==> src/rtl/fp_pkg.sv <==
// Shared floating-point helpers for the multiplier pipeline.
// Operand class enum, exponent bias and canonical special encodings.
package fp_pkg;

  typedef enum logic [1:0] {
    ZERO = 2'd0,
    NORM = 2'd1,
    INF  = 2'd2,
    NAN  = 2'd3
  } fp_cls_e;

  function automatic int fp_bias(input int ew);
    return (1 << (ew - 1)) - 1;
  endfunction

  // +inf: all-ones exponent, zero fraction, sign 0
  function automatic logic [63:0] fp_inf(input int ew, input int mw);
    logic [63:0] r;
    r = '0;
    for (int i = 0; i < ew; i++) r[mw+i] = 1'b1;
    return r;
  endfunction

  // Canonical quiet NaN: +inf pattern plus fraction MSB
  function automatic logic [63:0] fp_qnan(input int ew, input int mw);
    logic [63:0] r;
    r = fp_inf(ew, mw);
    r[mw-1] = 1'b1;
    return r;
  endfunction

endpackage

==> src/rtl/fp_round_rne.sv <==
// Round-to-nearest-even on a normalised significand.
// Carry-out means the significand wrapped to 2.0 and needs renormalising.
module fp_round_rne #(
  parameter int SW = 24
) (
  input  logic [SW-1:0] sig,
  input  logic          guard,
  input  logic          sticky,
  output logic [SW-1:0] rsig,
  output logic          cout,
  output logic          inexact
);

  logic inc;

  // increment above half, or at exactly half when the LSB is odd
  always_comb begin
    inc = guard & (sticky | sig[0]);
    {cout, rsig} = {1'b0, sig} + (SW + 1)'(inc);
    inexact = guard | sticky;
  end

endmodule

==> src/rtl/fp_mul_pipe.sv <==
// 3-stage IEEE-754 style multiplier, flush-to-zero, RNE rounding.
// FP_MUL_PIPE_FLAGS_EN adds out_flags {invalid, overflow, underflow, inexact}.
module fp_mul_pipe
  import fp_pkg::*;
#(
  parameter int EXP_W = 8,
  parameter int MAN_W = 23
) (
  input  logic                   clk,
  input  logic                   rst,
  input  logic                   in_valid,
  output logic                   in_ready,
  input  logic [EXP_W+MAN_W:0]   in_a,
  input  logic [EXP_W+MAN_W:0]   in_b,
  output logic                   out_valid,
  input  logic                   out_ready,
  output logic [EXP_W+MAN_W:0]   out_result
`ifdef FP_MUL_PIPE_FLAGS_EN
  ,
  output logic [3:0]             out_flags
`endif
);

  localparam int W  = 1 + EXP_W + MAN_W;
  localparam int PW = 2 * MAN_W + 2;
  localparam int XW = EXP_W + 2;

  localparam logic [W-1:0] QNAN = W'(fp_qnan(EXP_W, MAN_W));
  localparam logic [W-1:0] INFW = W'(fp_inf(EXP_W, MAN_W));
  localparam logic signed [XW-1:0] BIAS = XW'(fp_bias(EXP_W));
  localparam logic signed [XW-1:0] EMAX = XW'((1 << EXP_W) - 1);
  localparam logic signed [XW-1:0] EZERO = '0;

  function automatic fp_cls_e classify(
    input logic [EXP_W-1:0] e,
    input logic [MAN_W-1:0] f
  );
    if (e == '0) return ZERO;
    if (&e) return (f == '0) ? INF : NAN;
    return NORM;
  endfunction

  // stage enables: a stage loads when it is empty or drains onward
  logic en1, en2, en3;
  logic v1, v2;

  assign in_ready = out_ready || !out_valid;
  assign en3 = in_ready;
  assign en2 = !v2 || en3;
  assign en1 = !v1 || en2;

  // ---- stage 1: classify, exponent sum, significand product
  logic                 sa, sb;
  logic [EXP_W-1:0]     ea, eb;
  logic [MAN_W-1:0]     fa, fb;
  fp_cls_e              ca, cb, k1_d;
  logic signed [XW-1:0] x1_d;
  logic [PW-1:0]        p1_d;

  assign {sa, ea, fa} = in_a;
  assign {sb, eb, fb} = in_b;
  assign ca = classify(ea, fa);
  assign cb = classify(eb, fb);
  assign x1_d = $signed({2'b00, ea}) + $signed({2'b00, eb}) - BIAS;
  assign p1_d = PW'({1'b1, fa}) * PW'({1'b1, fb});

  // special-case priority: NaN (incl. inf*0) over inf over zero
  always_comb begin
    if (ca == NAN || cb == NAN ||
        (ca == INF && cb == ZERO) ||
        (ca == ZERO && cb == INF))
      k1_d = NAN;
    else if (ca == INF || cb == INF)
      k1_d = INF;
    else if (ca == ZERO || cb == ZERO)
      k1_d = ZERO;
    else
      k1_d = NORM;
  end

  logic                 s1;
  fp_cls_e              k1;
  logic signed [XW-1:0] x1;
  logic [PW-1:0]        p1;

`ifdef FP_MUL_PIPE_FLAGS_EN
  logic inv1_d, inv1, inv2;
  assign inv1_d = (ca == NAN && !fa[MAN_W-1]) ||
                  (cb == NAN && !fb[MAN_W-1]) ||
                  (ca == INF && cb == ZERO) ||
                  (ca == ZERO && cb == INF);
`endif

  // stage 1 register: capture accepted operand pair
  always_ff @(posedge clk or posedge rst) begin
    if (rst) begin
      v1 <= 1'b0;
      s1 <= 1'b0;
      k1 <= ZERO;
      x1 <= '0;
      p1 <= '0;
`ifdef FP_MUL_PIPE_FLAGS_EN
      inv1 <= 1'b0;
`endif
    end else if (en1) begin
      v1 <= in_valid && in_ready;
      s1 <= sa ^ sb;
      k1 <= k1_d;
      x1 <= x1_d;
      p1 <= p1_d;
`ifdef FP_MUL_PIPE_FLAGS_EN
      inv1 <= inv1_d;
`endif
    end
  end

  // ---- stage 2: normalise product, derive guard and sticky
  logic                 msb;
  logic [MAN_W:0]       sig2_d;
  logic                 g2_d, st2_d;
  logic signed [XW-1:0] x2_d;

  assign msb = p1[PW-1];
  assign x2_d = x1 + $signed({{(XW-1){1'b0}}, msb});

  // product lies in [1,4); a set MSB means shift right by one
  always_comb begin
    if (msb) begin
      sig2_d = p1[PW-1:MAN_W+1];
      g2_d   = p1[MAN_W];
      st2_d  = |p1[MAN_W-1:0];
    end else begin
      sig2_d = p1[PW-2:MAN_W];
      g2_d   = p1[MAN_W-1];
      st2_d  = |p1[MAN_W-2:0];
    end
  end

  logic                 s2, g2, st2;
  fp_cls_e              k2;
  logic signed [XW-1:0] x2;
  logic [MAN_W:0]       sig2;

  // stage 2 register: normalised significand and round bits
  always_ff @(posedge clk or posedge rst) begin
    if (rst) begin
      v2   <= 1'b0;
      s2   <= 1'b0;
      k2   <= ZERO;
      x2   <= '0;
      sig2 <= '0;
      g2   <= 1'b0;
      st2  <= 1'b0;
`ifdef FP_MUL_PIPE_FLAGS_EN
      inv2 <= 1'b0;
`endif
    end else if (en2) begin
      v2   <= v1;
      s2   <= s1;
      k2   <= k1;
      x2   <= x2_d;
      sig2 <= sig2_d;
      g2   <= g2_d;
      st2  <= st2_d;
`ifdef FP_MUL_PIPE_FLAGS_EN
      inv2 <= inv1;
`endif
    end
  end

  // ---- stage 3: round, renormalise, range check, pack
  logic [MAN_W:0]       rsig;
  logic                 cout, rinx;
  logic signed [XW-1:0] e3;
  logic [MAN_W-1:0]     frac3;
  logic                 ovf3, unf3;
  logic [W-1:0]         res3;
  logic                 unused_hi;

  fp_round_rne #(
    .SW(MAN_W + 1)
  ) u_round (
    .sig     (sig2),
    .guard   (g2),
    .sticky  (st2),
    .rsig    (rsig),
    .cout    (cout),
    .inexact (rinx)
  );

  assign unused_hi = rsig[MAN_W];
  assign e3 = x2 + $signed({{(XW-1){1'b0}}, cout});
  assign frac3 = cout ? '0 : rsig[MAN_W-1:0];
  assign ovf3 = (k2 == NORM) && (e3 >= EMAX);
  assign unf3 = (k2 == NORM) && (e3 <= EZERO);

  // select special encoding or the packed finite result
  always_comb begin
    res3 = '0;
    unique case (k2)
      NAN:  res3 = QNAN;
      INF:  res3 = {s2, INFW[W-2:0]};
      ZERO: res3 = {s2, {(W-1){1'b0}}};
      default: begin
        if (ovf3)
          res3 = {s2, INFW[W-2:0]};
        else if (unf3)
          res3 = {s2, {(W-1){1'b0}}};
        else
          res3 = {s2, e3[EXP_W-1:0], frac3};
      end
    endcase
  end

`ifdef FP_MUL_PIPE_FLAGS_EN
  logic [3:0] fl3;
  assign fl3 = {inv2, ovf3, unf3,
                (k2 == NORM) && (rinx || ovf3 || unf3)};
`else
  logic unused_inx;
  assign unused_inx = rinx;
`endif

  // stage 3 register: the visible output slot
  always_ff @(posedge clk or posedge rst) begin
    if (rst) begin
      out_valid  <= 1'b0;
      out_result <= '0;
`ifdef FP_MUL_PIPE_FLAGS_EN
      out_flags  <= '0;
`endif
    end else if (en3) begin
      out_valid  <= v2;
      out_result <= res3;
`ifdef FP_MUL_PIPE_FLAGS_EN
      out_flags  <= fl3;
`endif
    end
  end

endmodule

==> config.mk <==
export PLATFORM = sky130hd
export DESIGN_NAME = fp_mul_pipe
export DESIGN_NICKNAME = d
export VERILOG_FILES = /design/src/rtl/fp_pkg.sv /design/src/rtl/fp_round_rne.sv /design/src/rtl/fp_mul_pipe.sv
export SDC_FILE = /design/constraint.sdc
export NUM_CORES = 2
export LEC_CHECK = 0
export CORE_AREA = 2 2 295 297
export CTS_CLUSTER_DIAMETER = 100
export DETAILED_ROUTE_END_ITERATION = 7
export DIE_AREA = 0 0 297 299
export GPL_TIMING_DRIVEN = 0
export HOLD_SLACK_MARGIN = 0.02
export PLACE_DENSITY = 0.53
export SLEW_MARGIN = 20
export SYNTH_ARGS = -nofsm -noshare
export SYNTH_HDL_FRONTEND = slang
export SYNTH_SLANG_ARGS = --single-unit
==> constraint.sdc <==
create_clock -name clk -period 9.8 [get_ports clk]
set_input_delay 1.96 -clock clk [delete_from_list [all_inputs] [get_ports clk]]
set_output_delay 1.96 -clock clk [all_outputs]
set_load 0.02 [all_outputs]
# ---- After elaboration in Yosys (flattened, before gate mapping)
# Index checks and enable logic that the tools add are counted.
dict set report totals {
  ff_bits 135
  word_cells 85
  out_inout_bits 34
  input_bits 68
}
dict set report classes {
  order_cmp 2
  n_eq_ne 7
  n_reduce_logical 27
  mux 26
  multipliers 1
  n_addsub 5
  n_bitwise 3
}
# op n
set ops {}
lappend ops {{$pmux 32 s3} 1}
lappend ops {{$mux 31} 2}
lappend ops {{$mul 24x24->48} 1}
lappend ops {{$logic_not 23->1} 2}
lappend ops {{$add 24x1->25} 1}
lappend ops {{$mux 24} 1}
lappend ops {{$mux 23} 1}
lappend ops {{$reduce_or 23->1} 1}
lappend ops {{$reduce_or 22->1} 1}
lappend ops {{$add 10x2->10} 2}
lappend ops {{$mux 2} 10}
lappend ops {{$logic_not 8->1} 2}
lappend ops {{$reduce_and 8->1} 2}
lappend ops {{$eq 2x2->1 const B} 6}
lappend ops {{$mux 1} 11}
lappend ops {{$ge 10x9->1 const B} 1}
lappend ops {{$le 10x1->1 const B} 1}
lappend ops {{$sub 9x7->10 const B} 1}
lappend ops {{$add 8x8->9} 1}
lappend ops {{$logic_or 1x1->1} 8}
lappend ops {{$logic_not 2->1} 3}
lappend ops {{$logic_and 1x1->1} 5}
lappend ops {{$logic_not 1->1} 3}
lappend ops {{$eq 2x1->1 const B} 1}
lappend ops {{3 further kinds} 3}

# ---- Logic depth before layout (Yosys ltp)
dict set report depth {
  word_depth 10
  ltp_mapped 26
  ltp_nobuf 24
}

# ---- Cells and area by module
# Synthesis repeated with hierarchy kept, for this count alone.
dict set report unflattened {
  hier_cells 2793
  area_unflattened_um2 25299.3
}
# module seq_area_each_um2 n_inst area_each_um2 cells_per_inst
set by_module_without_submodules {}
lappend by_module_without_submodules {fp_mul_pipe 3378.2 1 24831.3 2727}
lappend by_module_without_submodules {fp_round_rne 0.0 1 467.9 66}

# ---- Least setup slack after synthesis
# OpenSTA, ideal clock, no wires.
dict set report synth_timing {
  kind {input port to flip-flop}
  start {in in_b[12]}
  end {reg p1[35]}
  t_required_ps 9654
  arrival_ps 7951
  n_path_buf 2
  path_stages 20
  setup_slack_ps 1703
  setup_ps 146
  path_cell_list {clkbuf_1 > clkbuf_1 > nand2_1 > fa_1 > fa_1 > fa_1 > fa_1 > fa_1 > fa_1 > fa_1 > inv_1 > ha_1 > a21oi_1 > o21ai_0 > or4_1 > a41oi_1 > o21ai_0 > or4_1 > mux2i_1 > a311oi_1}
}
dict set report synth_via {
  elab_chain_len 1
}
# item line_no
set synth_lines {}
lappend synth_lines {{start: declaration} fp_mul_pipe.sv:14} ;# input logic [EXP_W+MAN_W:0] in_b,
lappend synth_lines {{$mul 24x24->48} fp_mul_pipe.sv:65} ;# assign p1_d = PW'({1'b1, fa}) * PW'({1'b1, fb});
lappend synth_lines {{end signal: assignment} fp_mul_pipe.sv:110} ;# p1 <= p1_d;
lappend synth_lines {{end: declaration} fp_mul_pipe.sv:84} ;# logic [PW-1:0] p1;
# Every way passes these cells.
# A chain may end at the register's enable or synchronous reset.

# ---- Worst setup path in the final report
dict set report layout_timing {
  start {in in_b[6]}
  end {reg p1[42]}
}
# The elaborated chain is that of the path after synthesis.

==> impl_summary.txt <==
----------------------------------------------------
[Critical path]
  Slack of the worst reg-to-reg path ... 5.18 ns
  Maximum fanout count along the critical path ... 10
  Worst setup path class ... in -> reg
  Worst path most repeated cell ... sky130_fd_sc_hd__fa_1
  Crit path max-delay cell type ... sky130_fd_sc_hd__clkdlybuf4s50_1
  Setup crit start kind ... input port
  Critical Path Max Stage Delay ... 0.71 ns
  Req. time, crit path ... 10.06 ns
  Launch point of the worst path ... in_b[6]
  Critical Path Sink Type ... register
  Arrival time worst endpoint ... 9.86 ns
  Launch instance of the worst register-to-register path ... sig2[0]$_DFFE_PP0P_
  Cell type group with the largest total delay on the critical path ... adder cells
  End of the worst register-to-register path ... out_result[10]$_DFFE_PP0N_
  Timing endpoint of the critical path ... p1[42]$_DFFE_PP0P_
  Worst R2R Path Depth ... 17
  Critical Path Stages ... 25
  Crit path buffers/inverters ... 8

[Synth]
  Number of synthesis warnings ... 0
  Primary flip-flop cell chosen by synthesis mapping ... sky130_fd_sc_hd__dfrtp_1
  Synthesized Nets ... 3602
  Library cells used by synthesis ... 65
  Mean instance size in the synthesized netlist ... 8.95 um^2
  Mapped Area ... 25600 um^2
  Sequential cell area fraction in the yosys report ... 13.2%
  Post-synthesis sequential element count ... 135
  Syn Inst Count ... 2857
  Number of enable flip-flop cells after synthesis ... 0
  Share of flip-flops with an asynchronous set or reset after synthesis ... 100%

[Final layout]
  Reg area ... 3380 um^2
  Fill cell total of the finished layout ... 9166
  Area Growth Syn to Fin ... 12.2%
  Final Net Count ... 3724
  Number of diodes ... 0
  Fraction of layout cells with a size suffix above 1 ... 3.85%
  Fraction of the core area covered by cells at the end of the flow ... 33.4%
  Post-layout instance count excluding filler cells ... 4143
  Multi-input gate area ... 19500 um^2
  Final cell area excluding filler cells ... 28700 um^2

[STA]
  Slew of the pin with the lowest slew margin ... 0.960 ns
  Sum Neg Setup Slack ... 0 ns
  Min Clock Period, post-route ... 9.59 ns
  Setup repair after global routing missed its margin ... true
  Final cycle utilization of the critical path ... 97.9%
  Worst max-slew margin expressed relative to the limit ... 36.0%
  Highest clock frequency the design can meet ... 0.104 GHz
  Endpoints failing hold ... 0
  Slew Limit Fails ... 0
  Count of endpoints failing setup in the final report ... 0
  Post-Route Skew ... 0.00907 ns

[Clock network]
  CTS clk-pin slew, worst paths ... 0.06 ns
  Clk Tree Root Cell ... sky130_fd_sc_hd__clkbuf_16
  Htree depth ... 4
  # clock sinks ... 135
  Quantity of hold-fixing buffers added after cts ... 0
  Source-to-sink clock delay at the later pin of the worst-skew pair ... 0.42 ns
  Clock tree from TritonCTS ... yes
  Number of CTS-inserted buffers ... 17
  Number of buffers on the longest clock path ... 2

[Place]
  DPL Wire Length ... 71.7 mm
  Number of cells after detailed placement ... 4113
  Cell Area, Placed ... 28000 um^2
  Last weighted congestion value of the routability-driven placer ... 0.951
  Count of port buffers added during placement ... 100

[Detailed routing]
  Pre-antenna DRT Iters ... 8
  Residual DRC ... 0
  Drt wl/cell ... 21.0 um
  Post-DR vias/cell ... 4.81
  Number of vias after detailed routing ... 19914
  DRC violation total after the first TritonRoute iteration ... 1454
  Antenna Violating Nets Remaining ... 0
  Overall routed net length ... 87.0 mm

[Global routing]
  Global-route wire length before repair ... 132 mm
  Vias in the first global route ... 20874
  Total routing resource utilization after global routing ... 19.7%
  Pin count of the biggest net entering global routing ... 98
  Overflow after GRT ... 0
  Number of antenna violations at the first check in global routing ... 5

[Worst hold path]
  Cell count of the worst hold path ... 2
  Tightest Hold Check Type ... reg -> reg

[Floorplanning]
  Core outline area ... 85900 um^2
  Vertical extent of the die ... 299 um
  Total Die Area ... 88800 um^2
  Initial standard-cell utilization of the core ... 29.8%
  Die Wd ... 297 um
  Number of primary I/O pins ... 102
  Floorplan row count ... 108

[Run]
  Number of violations of the max-capacitance limit ... 0

[Run status]
  Run status ... finished clean

----------------------------------------------------
worst reg2reg max path, delay by kind of cell, from the launching register on:
kind / cells / cell delay [ns]
xor+xnor: 1 / 0.19
fa+ha+maj: 3 / 0.66
buf+inv: 1 / 0.19
compound gates: 3 / 0.48
simple gates: 9 / 2.67
flops: 1 / 0.38
cells in the mapped netlist (13+ instances only):
master	instances	area share [%]
sky130_fd_sc_hd__nand2_1	364	5.3
sky130_fd_sc_hd__ha_1	194	9.5
sky130_fd_sc_hd__a21o_1	21	0.62
sky130_fd_sc_hd__nand3_1	36	0.70
sky130_fd_sc_hd__a21oi_1	116	2.3
sky130_fd_sc_hd__and2_1	265	6.5
sky130_fd_sc_hd__o21ai_2	20	0.69
sky130_fd_sc_hd__inv_1	567	8.3
sky130_fd_sc_hd__fa_1	483	38
sky130_fd_sc_hd__nor2_1	131	1.9
sky130_fd_sc_hd__mux2i_1	28	1.1
sky130_fd_sc_hd__and3_1	27	0.66
sky130_fd_sc_hd__nor3_1	23	0.45
sky130_fd_sc_hd__dfrtp_1	135	13
sky130_fd_sc_hd__a31oi_1	13	0.32
sky130_fd_sc_hd__o21ai_0	48	0.94
sky130_fd_sc_hd__nand4_1	23	0.56
sky130_fd_sc_hd__nor4_1	24	0.59
sky130_fd_sc_hd__clkbuf_1	134	2.0
sky130_fd_sc_hd__xnor2_1	45	1.5
sky130_fd_sc_hd__xor2_1	33	1.1
worst min path at each step:
stage	end	start	slack (ns)
3_3_place_gp	p1[0]$_DFFE_PP0P_	p1[0]$_DFFE_PP0P_	0.45
6_report	p1[3]$_DFFE_PP0P_	p1[3]$_DFFE_PP0P_	0.47
5_1_grt	p1[4]$_DFFE_PP0P_	p1[4]$_DFFE_PP0P_	0.50
3_5_place_dp	p1[3]$_DFFE_PP0P_	p1[3]$_DFFE_PP0P_	0.46
4_1_cts	p1[3]$_DFFE_PP0P_	p1[3]$_DFFE_PP0P_	0.47
2_1_floorplan	p1[0]$_DFFE_PP0P_	p1[0]$_DFFE_PP0P_	0.44
sequential cells by signal, indices dropped and copies added, names as in the netlist:
name	flops
p1	48
sig2	24
x2	10
g2	1
s2	1
x1	10
s1	1
v1	1
st2	1
k1	2
k2	2
v2	1
out_valid	1
out_result	32
routing by layer:
| metal | global-route usage, % | vias up | share of wire (%) |
|---|---|---|---|
| met3 | 3.18 | 141 | 7.4 |
| met2 | 31.5 | 696 | 45 |
| met4 | 7.41 | 6 | 3.9 |
| li1 | - | 8992 | - |
| met5 | 0 | - | 0.053 |
| met1 | 27.0 | 10079 | 43 |
placed cells by master, fill, tap and decap left out, types with 7 or more instances in the layout:
master / count
sky130_fd_sc_hd__inv_1: 566
sky130_fd_sc_hd__fa_1: 483
sky130_fd_sc_hd__nand2_1: 364
sky130_fd_sc_hd__and2_1: 265
sky130_fd_sc_hd__ha_1: 194
sky130_fd_sc_hd__dfrtp_1: 135
sky130_fd_sc_hd__nor2_1: 131
sky130_fd_sc_hd__a21oi_1: 116
sky130_fd_sc_hd__clkbuf_1: 92
sky130_fd_sc_hd__clkdlybuf4s50_1: 92
sky130_fd_sc_hd__o21ai_0: 47
sky130_fd_sc_hd__xnor2_1: 45
sky130_fd_sc_hd__clkbuf_2: 41
sky130_fd_sc_hd__nand3_1: 36
sky130_fd_sc_hd__xor2_1: 33
sky130_fd_sc_hd__mux2i_1: 28
sky130_fd_sc_hd__and3_1: 27
sky130_fd_sc_hd__nor4_1: 24
sky130_fd_sc_hd__nor3_1: 23
sky130_fd_sc_hd__nand4_1: 23
sky130_fd_sc_hd__a21o_1: 21
sky130_fd_sc_hd__o21ai_2: 20
sky130_fd_sc_hd__clkbuf_16: 17
sky130_fd_sc_hd__a31oi_1: 13
sky130_fd_sc_hd__a211oi_1: 9
sky130_fd_sc_hd__o21bai_1: 8
sky130_fd_sc_hd__dlymetal6s2s_1: 8
sky130_fd_sc_hd__o31ai_1: 7
repair_timing:
action	CTS	global route
buffers inserted	0	2
setup endpoints to repair	4	11
resized for setup	9	81
gates cloned	0	0
final cells by class:
type	count	share of cell area, %
Timing Repair Buffer	103	3.71
Multi-Input combinational cell	2009	67.9
Clock inverter	10	0.379
Sequential cell	135	11.8
Tap cell	1155	5.04
Buffer	144	2.17
Inverter	569	7.48
Clock buffer	18	1.53
kinds of logic (layout without fill, tap and decap cells):
family | Yosys count | in the layout | synth area share, %
AOI/OAI and AO/OA | 290 | 290 | 7.13
adders and majority gates | 677 | 677 | 47.3
buffers and inverters | 713 | 844 | 10.6
muxes | 33 | 33 | 1.32
DFF | 135 | 135 | 13.2
xor gates and xnor gates | 78 | 78 | 2.67
and+or+nand+nor | 931 | 931 | 17.8
stage by stage:
stage | hold WS, ns | worst slack [ns]
4_1_cts | 0.470 | 0.0125
2_1_floorplan | 0.439 | 1.70
3_3_place_gp | 0.454 | -0.680
5_1_grt | 0.498 | -0.0188
6_report | 0.466 | 0.208
3_5_place_dp | 0.457 | -0.612
Power is not shown: default switching activity piles up to over one toggle a cycle in this logic, so the estimate is an artifact.
